### src/rtl/sram_port_arbiter.sv
`default_nettype none
// +----------------------------------------------------------------------------+
// | Module  : sram_port_arbiter                                                |
// | Purpose : Round-robin sharing of a single-port SRAM macro between two      |
// |           requesters, with a bounded burst lock and 1-cycle read return.   |
// | Revision: 1.0                                                              |
// +----------------------------------------------------------------------------+
module sram_port_arbiter #(
   parameter int AW       = 10,
   parameter int DW       = 64,
   parameter int MAX_HOLD = 4
) (
   input  logic            HCLK,
   input  logic            HRESET,
   input  logic            m0_req,
   input  logic            m0_lock,
   input  logic [DW/8-1:0] m0_we,
   input  logic [AW-1:0]   m0_addr,
   input  logic [DW-1:0]   m0_wdata,
   output logic            m0_gnt,
   output logic            m0_rvalid,
   output logic [DW-1:0]   m0_rdata,
   input  logic            m1_req,
   input  logic            m1_lock,
   input  logic [DW/8-1:0] m1_we,
   input  logic [AW-1:0]   m1_addr,
   input  logic [DW-1:0]   m1_wdata,
   output logic            m1_gnt,
   output logic            m1_rvalid,
   output logic [DW-1:0]   m1_rdata,
   output logic            ram_en,
   output logic [DW/8-1:0] ram_we,
   output logic [AW-1:0]   ram_addr,
   output logic [DW-1:0]   ram_wdata,
   input  logic [DW-1:0]   ram_rdata
);

   localparam int              c_hw       = $clog2(MAX_HOLD + 1);
   localparam logic [c_hw-1:0] c_max_hold = c_hw'(MAX_HOLD);

   logic            r_last_owner;
   logic [c_hw-1:0] r_hold_cnt;
   logic            r_lock_prev;
   logic [1:0]      r_rd_pend;

   logic w_owner_req;
   logic w_locked;
   logic w_gnt0;
   logic w_gnt1;
   logic w_any_gnt;
   logic w_gnt_lock;

   assign w_owner_req = r_last_owner ? m1_req : m0_req;
   assign w_locked    = r_lock_prev & w_owner_req & (r_hold_cnt < c_max_hold);

   always_comb begin
      w_gnt0 = 1'b0;
      w_gnt1 = 1'b0;
      if (w_locked) begin
         w_gnt0 = ~r_last_owner;
         w_gnt1 = r_last_owner;
      end else if (m0_req && m1_req) begin
         w_gnt0 = r_last_owner;
         w_gnt1 = ~r_last_owner;
      end else begin
         w_gnt0 = m0_req;
         w_gnt1 = m1_req;
      end
   end

   assign w_any_gnt  = w_gnt0 | w_gnt1;
   assign w_gnt_lock = w_gnt1 ? m1_lock : m0_lock;

   // Idle macro pins are forced to zero rather than left following a port.
   always_comb begin
      ram_we    = '0;
      ram_addr  = '0;
      ram_wdata = '0;
      if (w_gnt0) begin
         ram_we    = m0_we;
         ram_addr  = m0_addr;
         ram_wdata = m0_wdata;
      end else if (w_gnt1) begin
         ram_we    = m1_we;
         ram_addr  = m1_addr;
         ram_wdata = m1_wdata;
      end
   end

   assign ram_en    = w_any_gnt;
   assign m0_gnt    = w_gnt0;
   assign m1_gnt    = w_gnt1;
   assign m0_rvalid = r_rd_pend[0];
   assign m1_rvalid = r_rd_pend[1];
   assign m0_rdata  = ram_rdata;
   assign m1_rdata  = ram_rdata;

   always_ff @(posedge HCLK or posedge HRESET) begin
      if (HRESET) begin
         r_last_owner <= 1'b1;
         r_hold_cnt   <= '0;
         r_lock_prev  <= 1'b0;
         r_rd_pend    <= 2'b00;
      end else begin
         r_rd_pend <= {w_gnt1 & ~|m1_we, w_gnt0 & ~|m0_we};
         if (w_any_gnt) begin
            r_last_owner <= w_gnt1;
            r_lock_prev  <= w_gnt_lock;
            if (w_gnt1 == r_last_owner) begin
               if (r_hold_cnt != c_max_hold)
                  r_hold_cnt <= r_hold_cnt + c_hw'(1);
            end else begin
               r_hold_cnt <= c_hw'(1);
            end
         end else begin
            r_hold_cnt <= '0;
         end
      end
   end

endmodule
`default_nettype wire
### config.mk
export PLATFORM = sky130hd
export DESIGN_NAME = sram_port_arbiter
export DESIGN_NICKNAME = d
export VERILOG_FILES = /design/src/rtl/sram_port_arbiter.sv
export SDC_FILE = /design/constraint.sdc
export NUM_CORES = 1
export LEC_CHECK = 0
export CORE_AREA = 4 4 173 175
export DETAILED_ROUTE_END_ITERATION = 10
export DIE_AREA = 0 0 177 179
export GPL_ROUTABILITY_DRIVEN = 0
export GPL_TIMING_DRIVEN = 1
export MAX_ROUTING_LAYER = met4
export PLACE_DENSITY_LB_ADDON = 0.2
export SYNTH_ARGS = -nofsm -noshare
export SYNTH_HDL_FRONTEND = slang
export SYNTH_SLANG_ARGS = --single-unit
export TNS_END_PERCENT = 1
### constraint.sdc
create_clock -name HCLK -period 3.6 [get_ports HCLK]
set_clock_uncertainty 0.2 [all_clocks]
set_input_delay 0.72 -clock HCLK [delete_from_list [all_inputs] [get_ports HCLK]]
set_output_delay 0.72 -clock HCLK [all_outputs]
set_load 0.02 [all_outputs]
After elaboration in Yosys (flattened, before gate mapping)
Cells that the tools add are included.
{"block": "totals", "register_bits": 7, "in_bits": 234, "output_inout_bits": 215, "word_cells": 35}
{"block": "op_classes", "n_addsub": 1, "magnitude_cmp": 1, "eq_ne": 3, "n_mux": 15, "bitwise_logic": 6, "reduce_logical": 5}
{"cell": "64-bit 2-to-1 mux", "n": 2}
{"cell": "10-bit 2-to-1 mux", "n": 2}
{"cell": "8-bit 2-to-1 mux", "n": 2}
{"cell": "8-bit OR reduction", "n": 2}
{"cell": "3-bit 2-to-1 mux", "n": 3}
{"cell": "1-bit 2-to-1 mux", "n": 6}
{"cell": "1-bit AND", "n": 4}
{"cell": "3-bit by 1-bit adder with 3-bit output (second input constant)", "n": 1}
{"cell": "3-bit less-than comparator (second input constant)", "n": 1}
{"cell": "3-bit by 2-bit != test with 1-bit output (second input constant)", "n": 1}
{"cell": "3-bit != test (second input constant)", "n": 1}
{"cell": "1-bit logical NOT", "n": 2}
{"cell": "1-bit equality test", "n": 1}
{"cell": "1-bit logical AND", "n": 1}
{"cell": "1-bit NOT", "n": 1}
{"cell": "1-bit bitwise OR", "n": 1}

Depth between registers and ports, before layout
{"block": "depth", "word_depth": 7, "mapped_depth": 7, "ltp_nobuf": 5}

Least setup slack after synthesis
OpenSTA, ideal clock, no wires.
{"block": "synth_timing", "path_type": "register to output", "startpoint": "reg r_last_owner", "endpoint": "out ram_addr[0]", "arrival_time_ps": 1500, "required_time_ps": 2680, "path_slack_ps": 1180, "stages_incl_launch_ff": 6, "path_buffers": 2, "path_cell_list": "dfstp_2 > buf_2 > xor2_2 > a21oi_2 > buf_2 > a22o_1"}
{"block": "synth_between", "elab_chain_len": 6, "word_cells_on_any_way": 10, "classes_between": "7 x mux; 3 x bitwise"}
{"item": "from (decl)", "line": "41", "rtl": "logic r_last_owner;"}
{"item": "from (signal assigned)", "line": "107", "rtl": "r_last_owner <= w_gnt1;"}
{"item": "1-bit 2-to-1 mux", "line": "53", "rtl": "assign w_owner_req = r_last_owner ? m1_req : m0_req;"}
{"item": "1-bit AND (2 in a row)", "line": "54", "rtl": "assign w_locked = r_lock_prev & w_owner_req & (r_hold_cnt < c_max_hold);"}
{"item": "1-bit 2-to-1 mux (*)", "line": "59", "rtl": "if (w_locked) begin"}
{"item": "net m1_gnt", "line": "28", "rtl": "output logic m1_gnt,"}
{"item": "10-bit 2-to-1 mux (*)", "line": "83", "rtl": "end else if (w_gnt1) begin"}
{"item": "10-bit 2-to-1 mux (*)", "line": "79", "rtl": "if (w_gnt0) begin"}
{"item": "to (decl)", "line": "33", "rtl": "output logic [AW-1:0] ram_addr,"}
Mark *: on every way through the listed nets, which the timed path passes. The rest lies on a longest branch.

Final worst setup path
{"block": "layout_timing", "startpoint": "in m1_req", "endpoint": "out ram_wdata[23]"}
{"block": "layout_between", "elab_chain_len": 6, "word_cells_on_any_way": 10, "classes_between": "7 x mux; 2 x bitwise; 1 x reduce/logical"}
{"item": "from (decl)", "line": "23", "rtl": "input logic m1_req,"}
{"item": "1-bit 2-to-1 mux", "line": "53"}
{"item": "1-bit AND (2 in a row)", "line": "54"}
{"item": "1-bit 2-to-1 mux", "line": "59"}
{"item": "64-bit 2-to-1 mux", "line": "83"}
{"item": "64-bit 2-to-1 mux (*)", "line": "79"}
{"item": "to (decl)", "line": "34", "rtl": "output logic [DW-1:0] ram_wdata,"}
Mark *: on every way between the ends. The rest lies on a longest branch, timed or not.

==> qor.yml <==
run_status:
  run_status: "complete, no violations"
sta:
  timing_max_transition_violations_final: 0
  finalCriticalPeriod_ps: 3590
  slew_headroom_pct: 76.6
  final_hold_fails: 0
  finalSetupViolCount: 0
  timing_worst_slew_pin_value_ps: 349
  totalNegativeSetupSlack_ps: 0
  timing.fmax_mhz: 279
  grt_setup_unrepaired: "true"
  fin_crit_sh_pct: 99.6
global_route:
  grt_pass1_wl_um: 17800
  globalRouteTotalUtil_pct: 7.71
  grt_antenna_before_repair: 0
  overflow: 0
  grt_pass1_vias: 2700
  grt_max_degree: 55
detailed_routing:
  post_drt_via_cell_ratio: 3.20
  remaining_drc_errors: 0
  detailroute.via_count: 2505
  postRouteWirelength_um: 13500
  antenna_violating_nets_post_route: 0
  drt-wirelength-per-cell_um: 17.2
  drt-pass1-iter-count: 4
  drt_first_iter_violations: 69
clock_tree:
  clkSlewWorstSetupHoldPaths_ps: 40
  ctsHoldBuffers: 0
  worst_skew_pair.late_latency_ps: 230
  tritoncts: "yes"
  cts.root.buffer_cell: "sky130_fd_sc_hd__clkbuf_16"
  clock-sinks: 7
  max-clock-path-buffers: 2
  cts-htree-levels: 1
  number_of_clock_buffers_inserted_by_tritoncts: 3
placement:
  place_inst: 778
  numPortBuffers: 256
  postPlaceCellArea_mm2: 0.00432
  detailedPlacementHpwl_um: 11600
logic_synthesis:
  post_synthesis_sequential_element_count: 7
  synth.lib_cells_used.distinct: 28
  synth.net_count: 515
  synth_area_per_cell_um2: 8.20
  total_standard_cell_area_after_synthesis_mm2: 0.00229
  synthesis.instances: 279
  ys_seq_area_share_pct: 7.71
  yosys_warnings: 0
finish:
  layout.cell_area.non_filler_mm2: 0.00449
  final_common_cell: "sky130_fd_sc_hd__clkdlybuf4s50_1"
  finalNonFillerCells: 784
  finish.net_count: 637
  area.growth.synth_to_final_pct: 96.2
  final_layout_size_suffix_gt1_share_pct: 6.50
  final_core_util_pct: 15.8
  antenna-diode-count: 0
  mostFrequentLayoutCells: "sky130_fd_sc_hd__clkdlybuf4s50_1 (196), sky130_fd_sc_hd__a22o_1 (82), sky130_fd_sc_hd__dlymetal6s2s_1 (30), sky130_fd_sc_hd__dlygate4sd2_1 (23), sky130_fd_sc_hd__buf_4 (10)"
power:
  cellLeakagePower_nw: 2.07
  vdd.ir_drop.worst_uv: 145
  power.total_w: 0.00130
  powerDensity_mw_per_mm2: 291
floorplanning:
  rows: 62
  die-width_um: 177
  die_area_mm2: 0.0317
  io_pins: 449
  die_height_um: 179
  floorplan.core_area_mm2: 0.0285
  initial_core_util_pct: 8.03
flow_run:
  drv.max_cap_violation_count: 0
hold_path:
  min-delay-path-class: "register to register"
critical_path:
  worst_endpoint_required_time_ps: 2680
  cp_data_arrival_time_ps: 2670
  path_max_fanout: 29
  critPathLaunchType: "primary input"
  timing.setup.critical_path_class: "primary input to primary output"
  endpoint_kind: "primary output"
-- metrics by stage --
step	setup slack, ps	hold slack [ps]
6_report	13.6	370
5_1_grt	-92.2	388
3_3_place_gp	-52.2	344
4_1_cts	-66.1	370
2_1_floorplan	1180	323
3_5_place_dp	-78.9	363
-- Yosys cell counts --
| master | instances | share of area (%) |
|---|---|---|
| sky130_fd_sc_hd__nor2_1 | 3 | 0.49 |
| sky130_fd_sc_hd__a211oi_1 | 1 | 0.33 |
| sky130_fd_sc_hd__and3_1 | 2 | 0.55 |
| sky130_fd_sc_hd__buf_4 | 135 | 44 |
| sky130_fd_sc_hd__nand3_1 | 1 | 0.22 |
| sky130_fd_sc_hd__a21oi_2 | 2 | 0.77 |
| sky130_fd_sc_hd__o211ai_1 | 1 | 0.33 |
| sky130_fd_sc_hd__a21o_1 | 1 | 0.33 |
| sky130_fd_sc_hd__xnor2_1 | 1 | 0.38 |
| sky130_fd_sc_hd__a211o_1 | 1 | 0.38 |
| sky130_fd_sc_hd__ha_1 | 2 | 1.1 |
| sky130_fd_sc_hd__nor4_1 | 4 | 1.1 |
| sky130_fd_sc_hd__buf_2 | 6 | 1.3 |
| sky130_fd_sc_hd__nor2b_2 | 1 | 0.38 |
| sky130_fd_sc_hd__dfstp_2 | 1 | 1.1 |
| sky130_fd_sc_hd__buf_6 | 7 | 3.4 |
| sky130_fd_sc_hd__o21ai_0 | 2 | 0.44 |
| sky130_fd_sc_hd__and2_1 | 1 | 0.27 |
| sky130_fd_sc_hd__nor3_1 | 1 | 0.22 |
| sky130_fd_sc_hd__inv_1 | 6 | 0.98 |
| sky130_fd_sc_hd__xnor2_2 | 1 | 0.71 |
| sky130_fd_sc_hd__a21oi_1 | 2 | 0.44 |
| sky130_fd_sc_hd__nand2_1 | 5 | 0.82 |
| sky130_fd_sc_hd__a22o_1 | 82 | 31 |
| sky130_fd_sc_hd__o21a_1 | 1 | 0.33 |
| sky130_fd_sc_hd__dfrtp_1 | 6 | 6.6 |
| sky130_fd_sc_hd__xor2_2 | 1 | 0.71 |
| sky130_fd_sc_hd__a31oi_1 | 2 | 0.55 |
-- where the power goes --
| part | internal, W | switching (W) |
|---|---|---|
| Sequential | 0.0000920 | 0.0000148 |
| Clock | 0.000146 | 0.0000422 |
| Combinational | 0.000526 | 0.000483 |
| Total | 0.000764 | 0.000540 |
-- final timing paths --
kind                               start             to  slack (ps)  cells after the start
max                               m1_req  ram_wdata[23]          10                      6
max reg2reg                r_hold_cnt[2]   r_rd_pend[0]        1680                      6
max in group asynchronous         HRESET   r_last_owner        2390                      2
min reg2reg                r_hold_cnt[1]  r_hold_cnt[1]         370                      2
min                        r_hold_cnt[1]  r_hold_cnt[1]         370                      2
min in group asynchronous         HRESET    r_lock_prev         530                      2
-- cells by family after synthesis --
group                      Yosys count  share of synthesized area (%)
buffers and inverters              154                           50.1
DFF                                  7                           7.71
AOI/OAI and AO/OA                   95                           35.3
and+or+nand+nor                     18                           4.05
adders and majority gates            2                           1.09
xor gates and xnor gates             3                           1.81
-- sequential cells by signal, indices dropped and copies added, names as in the netlist --
signal        cells
r_hold_cnt        3
r_last_owner      1
r_lock_prev       1
r_rd_pend         2
-- area by class of cell --
| cell class | instances | area (µm²) |
|---|---|---|
| Clock buffer | 3 | 75.1 |
| Clock inverter | 1 | 5.00 |
| Fill cell | 3237 | 24000 |
| Inverter | 6 | 22.5 |
| Multi-Input combinational cell | 118 | 981 |
| Sequential cell | 7 | 176 |
| Tap cell | 384 | 480 |
| Timing Repair Buffer | 265 | 2750 |
-- routing by layer --
metal / track usage (%) / vias to the layer above / routed length, µm
met1: 8.24 / 1111 / 4900
li1: - / 1123 / -
met4: 3.87 / 0 / 711
met5: - / - / 0
met3: 2.36 / 71 / 1530
met2: 13.0 / 200 / 6380
-- timing repair --
item	in CTS	in global routing
pin swaps	1	1
gates cloned	1	0
setup buffers	1	0
gates resized for setup	23	30
endpoints found under the setup margin	15	45
-- worst max-delay path, cell delays in order --
cell                              delay, ps
sky130_fd_sc_hd__clkdlybuf4s50_1        420
sky130_fd_sc_hd__buf_4                  170
sky130_fd_sc_hd__a21oi_4                210
sky130_fd_sc_hd__bufbuf_16              380
sky130_fd_sc_hd__a22o_1                 150
sky130_fd_sc_hd__clkdlybuf4s50_1        610
Power figures use the tool's default switching activity.
==> edit 1, RTL diff (same settings) <==
Set the parameter `MAX_HOLD` to 2 (it was 4).
--- a/src/rtl/sram_port_arbiter.sv
+++ b/src/rtl/sram_port_arbiter.sv
@@ -10,3 +10,3 @@
    parameter int DW       = 64,
-   parameter int MAX_HOLD = 4
+   parameter int MAX_HOLD = 2
 ) (
Formal check against the unedited RTL: not equivalent (Yosys sat finds a counterexample within 4 cycles, from zero or initial values and one cycle with HRESET high).
==> edit 1 against the original RTL <==
Cell area fell by 2.7%; clock power fell by 2%; synthesized cell count fell by 3.6%; combinational power rose by 31%; area after synthesis fell by 3.3%; critical path type unchanged; sequential cell count fell by 1; critical path depth did not move; highest routed layer unchanged; non-clock buffer count fell by 1; routed wire length fell by 4.7%; setup slack improved by 73 ps; final cell count fell by 1.3%; power rose by 23%; global-route usage fell by 0.26 points.
==> edit 1: results (changes against the original RTL) <==
[power_and_ir_drop]
pg_clk_mw=0.184  ; was 0.188 mW
p_clk_frac=0.115  ; was 0.144
peakVddDrop_uv=123.5  ; was 144.5 uV
power.leakage_nw=1.704  ; was 2.072 nW
p_sw_frac=0.4223  ; was 0.4142

[critical_path]
cp-startpoint=m1_req  ; unchanged
cp.arrival_ps=2590  ; was 2670 ps
rr_startpoint=r_hold_cnt[1]  ; was r_hold_cnt[2]
cp_max_fo=41  ; was 29

[run_status]
status=complete, no violations  ; unchanged

[global_routing]
grt_pass1_wl_um=17170  ; was 17820 um
grtUsageMet2=0.1392  ; was 0.1301
grt_start_max_net_pins=46  ; was 55
grtUsageTotal=0.07456  ; was 0.07713
gr-usage-met1=0.07149  ; was 0.08237
grt_pass1_vias=2717  ; was 2700

[final_layout]
clkCellAreaFrac=0.01806  ; was 0.01785
drive_gt1_frac=0.08205  ; was 0.06500
seq_area_um2=151.4  ; was 176.4 um2
multi_input_area_share=0.2142  ; was 0.2186
stdcell_area_um2=4364  ; was 4487 um2
top_regs=r_hold_cnt: 2 flops, r_rd_pend: 2 flops  ; was r_hold_cnt: 3 flops, r_rd_pend: 2 flops
nonClkBufAreaFrac=0.6187  ; was 0.6121
num-clock-buffers=4  ; was 3
nets=626  ; was 637
fillers=3239  ; was 3237
n_all_buffers=264  ; was 265
comb.multi_input.count=111  ; was 118

[routing]
wire_per_inst_um=16.64  ; was 17.23 um
drtIter0Drc=44  ; was 69
drtPass1Iterations=3  ; was 4
route.met3.wl_um=1338  ; was 1525 um
met2_length_um=6554  ; was 6378 um
wl_met1_um=4299  ; was 4896 um
vias_per_cell=3.173  ; was 3.195
wl_um=12880  ; was 13510 um

[place]
placed_cell_area_um2=4268  ; was 4320 um2
dp_hpwl_um=11330  ; was 11650 um
post-place-ws_ps=38.89  ; was -78.92 ps

[clock_tree]
post_cts_buffers=0  ; was 1

[logic_synthesis]
synthArstFlopShare=1.000  ; unchanged
synthTopCellsByCount=130 x buf_4, 82 x a22o_1, 10 x buf_6  ; was 135 x buf_4, 82 x a22o_1, 7 x buf_6
syn_nets=504  ; was 515
syn_area_per_cell_um2=8.219  ; was 8.198 um2
synthTopCellsByArea=buf_4 44%, a22o_1 32%, dfrtp_1 5.7%  ; was buf_4 44%, a22o_1 31%, dfrtp_1 6.6%
ys_types=26  ; was 28
seq_area_frac_synth=0.06848  ; was 0.07713

[timing]
tightest_slew_ps=313.6  ; was 349.1 ps

[edit 1: cell count changes in the layout (fill, tap and decap cells not counted), sizes merged, moves of 3 or more]
cell and change:
dlygate4sd2 -23, nand2 -3, clkdlybuf4s50 +37, dlymetal6s2s -23, buf +9
[edit 1: worst paths after layout]
path	end	slack [ps]	cells after the start
worst max-delay path	ram_wdata[27]	90	6
worst min-delay path	r_lock_prev	370	1
min in group asynchronous	r_rd_pend[1]	510	2
worst max register to register	r_lock_prev	1850	5
max in group asynchronous	r_last_owner	2430	2
worst min register to register	r_lock_prev	370	1
[edit 1: cell families (layout without fill, tap and decap cells)]
kind of cell / count (synthesis) / in the layout / synth area share
buffers and inverters: 152 / 273 / 0.5156
AOI/OAI and AO/OA: 95 / 95 / 0.3656
and+or+nand+nor: 13 / 13 / 0.03339
DFF: 6 / 6 / 0.06848
xor gates and xnor gates: 2 / 2 / 0.01132
adders and majority gates: 1 / 1 / 0.005658
==> edit 2, RTL diff (config.mk and constraints unchanged) <==
Made on the original files. Reset style: synchronous (`HRESET`), changed in one clocked block.
--- a/src/rtl/sram_port_arbiter.sv
+++ b/src/rtl/sram_port_arbiter.sv
@@ -97,3 +97,3 @@
 
-   always_ff @(posedge HCLK or posedge HRESET) begin
+   always_ff @(posedge HCLK) begin
       if (HRESET) begin
Formal check against the unedited RTL: differs if HRESET is asserted again (counterexample within 4 cycles, from zero or initial values and one cycle with HRESET high); with HRESET held inactive, the same outputs for 10 cycles.
==> edit 2 against the original RTL <==
Routed wire length rose by 5.4%; register-to-register slack improved by 20 ps; setup slack improved by 46 ps; sequential cell count did not move; power fell by 19%; cell area rose by 0.86%; area after synthesis rose by 0.82%; critical path type unchanged; largest cell class unchanged; largest power group unchanged; highest routed layer unchanged.
==> edit 2: results (changes against the original RTL) <==
[final_layout]
nets=640  ; was 637
drive_gt1_frac=0.07444  ; was 0.06500
fillers=3256  ; was 3237

[global_routing]
grtUsageMet2=0.1426  ; was 0.1301
grt_start_max_net_pins=56  ; was 55
grt_use_met3=0.02657  ; was 0.02362
gr-usage-met1=0.08846  ; was 0.08237
grt_pass1_vias=2694  ; was 2700
grtUsageTotal=0.08240  ; was 0.07713
antenna_found_initial=2  ; was 0

[logic_synthesis]
synth-xor-area-share=0.02279  ; was 0.01805
ys_types=30  ; was 28
seq_area_frac_synth=0.06077  ; was 0.07713
synth_compound_area_frac=0.3489  ; was 0.3528
synth_ff_type=dfxtp_1  ; was dfrtp_1
synthAdderAreaFrac=0.01085  ; was 0.01094
syn_nets=518  ; was 515
muxShareOfSynthArea=0.008681  ; was 0
synthTopCellsByCount=135 x buf_4, 82 x a22o_1, 8 x buf_6  ; was 135 x buf_4, 82 x a22o_1, 7 x buf_6
synthTopCellsByArea=buf_4 44%, a22o_1 31%, dfxtp_1 6.1%  ; was buf_4 44%, a22o_1 31%, dfrtp_1 6.6%
syn_area_per_cell_um2=8.177  ; was 8.198 um2
synthArstFlopShare=0  ; was 1.000

[timing]
tightest_slew_ps=427.6  ; was 349.1 ps

[run_status]
status=complete, no violations  ; unchanged

[power_and_ir_drop]
power.leakage_nw=2.086  ; was 2.072 nW
power.internal_mw=0.6624  ; was 0.7640 mW
peakVddDrop_uv=221.1  ; was 144.5 uV
pg_clk_mw=0.189

[critical_path]
cp_max_fo=55  ; was 29
r2r_cells=5  ; was 6
regToRegSetupSlack_ps=1700  ; was 1680 ps
r2r_end=r_rd_pend[0]  ; unchanged
cp-startpoint=m0_req  ; was m1_req
rr_startpoint=r_hold_cnt[2]  ; unchanged
cp.arrival_ps=2620  ; was 2670 ps

[routing]
vias=2469  ; was 2505
drtIter0Drc=53  ; was 69
route.met3.wl_um=1318  ; was 1525 um
wire_per_inst_um=18.05  ; was 17.23 um
wl_um=14240  ; was 13510 um
routed.top_layer=met4  ; unchanged
wl_met1_um=5259  ; was 4896 um

[place]
dp_hpwl_um=12190  ; was 11650 um
post-place-ws_ps=-40.80  ; was -78.92 ps
dp.cells=783  ; was 778

[min_path]
min_from=r_hold_cnt[1]  ; unchanged
hold_path_end=r_hold_cnt[1]  ; unchanged

[clock_tree]
post_cts_buffers=0  ; was 1

==> edit 2: changes by cell type after synthesis, sizes merged, moves of 3 or more <==
cell   change
nand2      -3
nor2       -3
dfrtp      -6
nor3       +6
dfxtp      +7
nor4       -3
==> edit 2: how the worst max path moves through the flow <==
stage                                to  slack, ps  cells past startpoint
after floorplan             ram_addr[2]        940                      5
after global placement    ram_wdata[41]         20                      5
after detailed placement  ram_wdata[36]        -40                      5
after CTS                 ram_wdata[10]          2                      5
after global routing       ram_wdata[5]        -20                      5
final                      ram_wdata[3]         60                      5
==> edit 2: metrics by stage <==
step | hold slack (ps) | instance area, um2
6_report | 368.3 | 4526
5_1_grt | 408.8 | 4526
4_1_cts | 369.4 | 4425
3_5_place_dp | 347.1 | 4352
3_3_place_gp | 326.0 | 4352
2_1_floorplan | 310.7 | 2306
==> edit 2: kinds of logic (layout without fill, tap and decap cells) <==
family                     Yosys count  after routing
buffers and inverters              153            274
AOI/OAI and AO/OA                   95             95
and+or+nand+nor                     20             20
DFF                                  7              7
xor gates and xnor gates             3              3
adders and majority gates            2              2
muxes                                2              2
other                                0              2
==> edit 2: what timing repair did <==
action                     4_1_cts  5_1_grt
resized for setup                8       37
hold endpoints to repair         0        0
setup endpoints to repair       30       60
==> edit 2: area by class of cell <==
cell class                      count  area [um2]  area share
Timing Repair Buffer              266        2773      0.6127
Multi-Input combinational cell    122        1033      0.2284
Tap cell                          384       480.5      0.1062
Sequential cell                     7       140.1     0.03096
Clock buffer                        4       78.83     0.01742
Inverter                            4       15.01    0.003318
Antenna cell                        2       5.005    0.001106
==> edit 2: worst min-delay path: stages, from the launching register on <==
cell and delay (ps):
dfxtp_1 320, mux2i_1 140, nor3_1 60
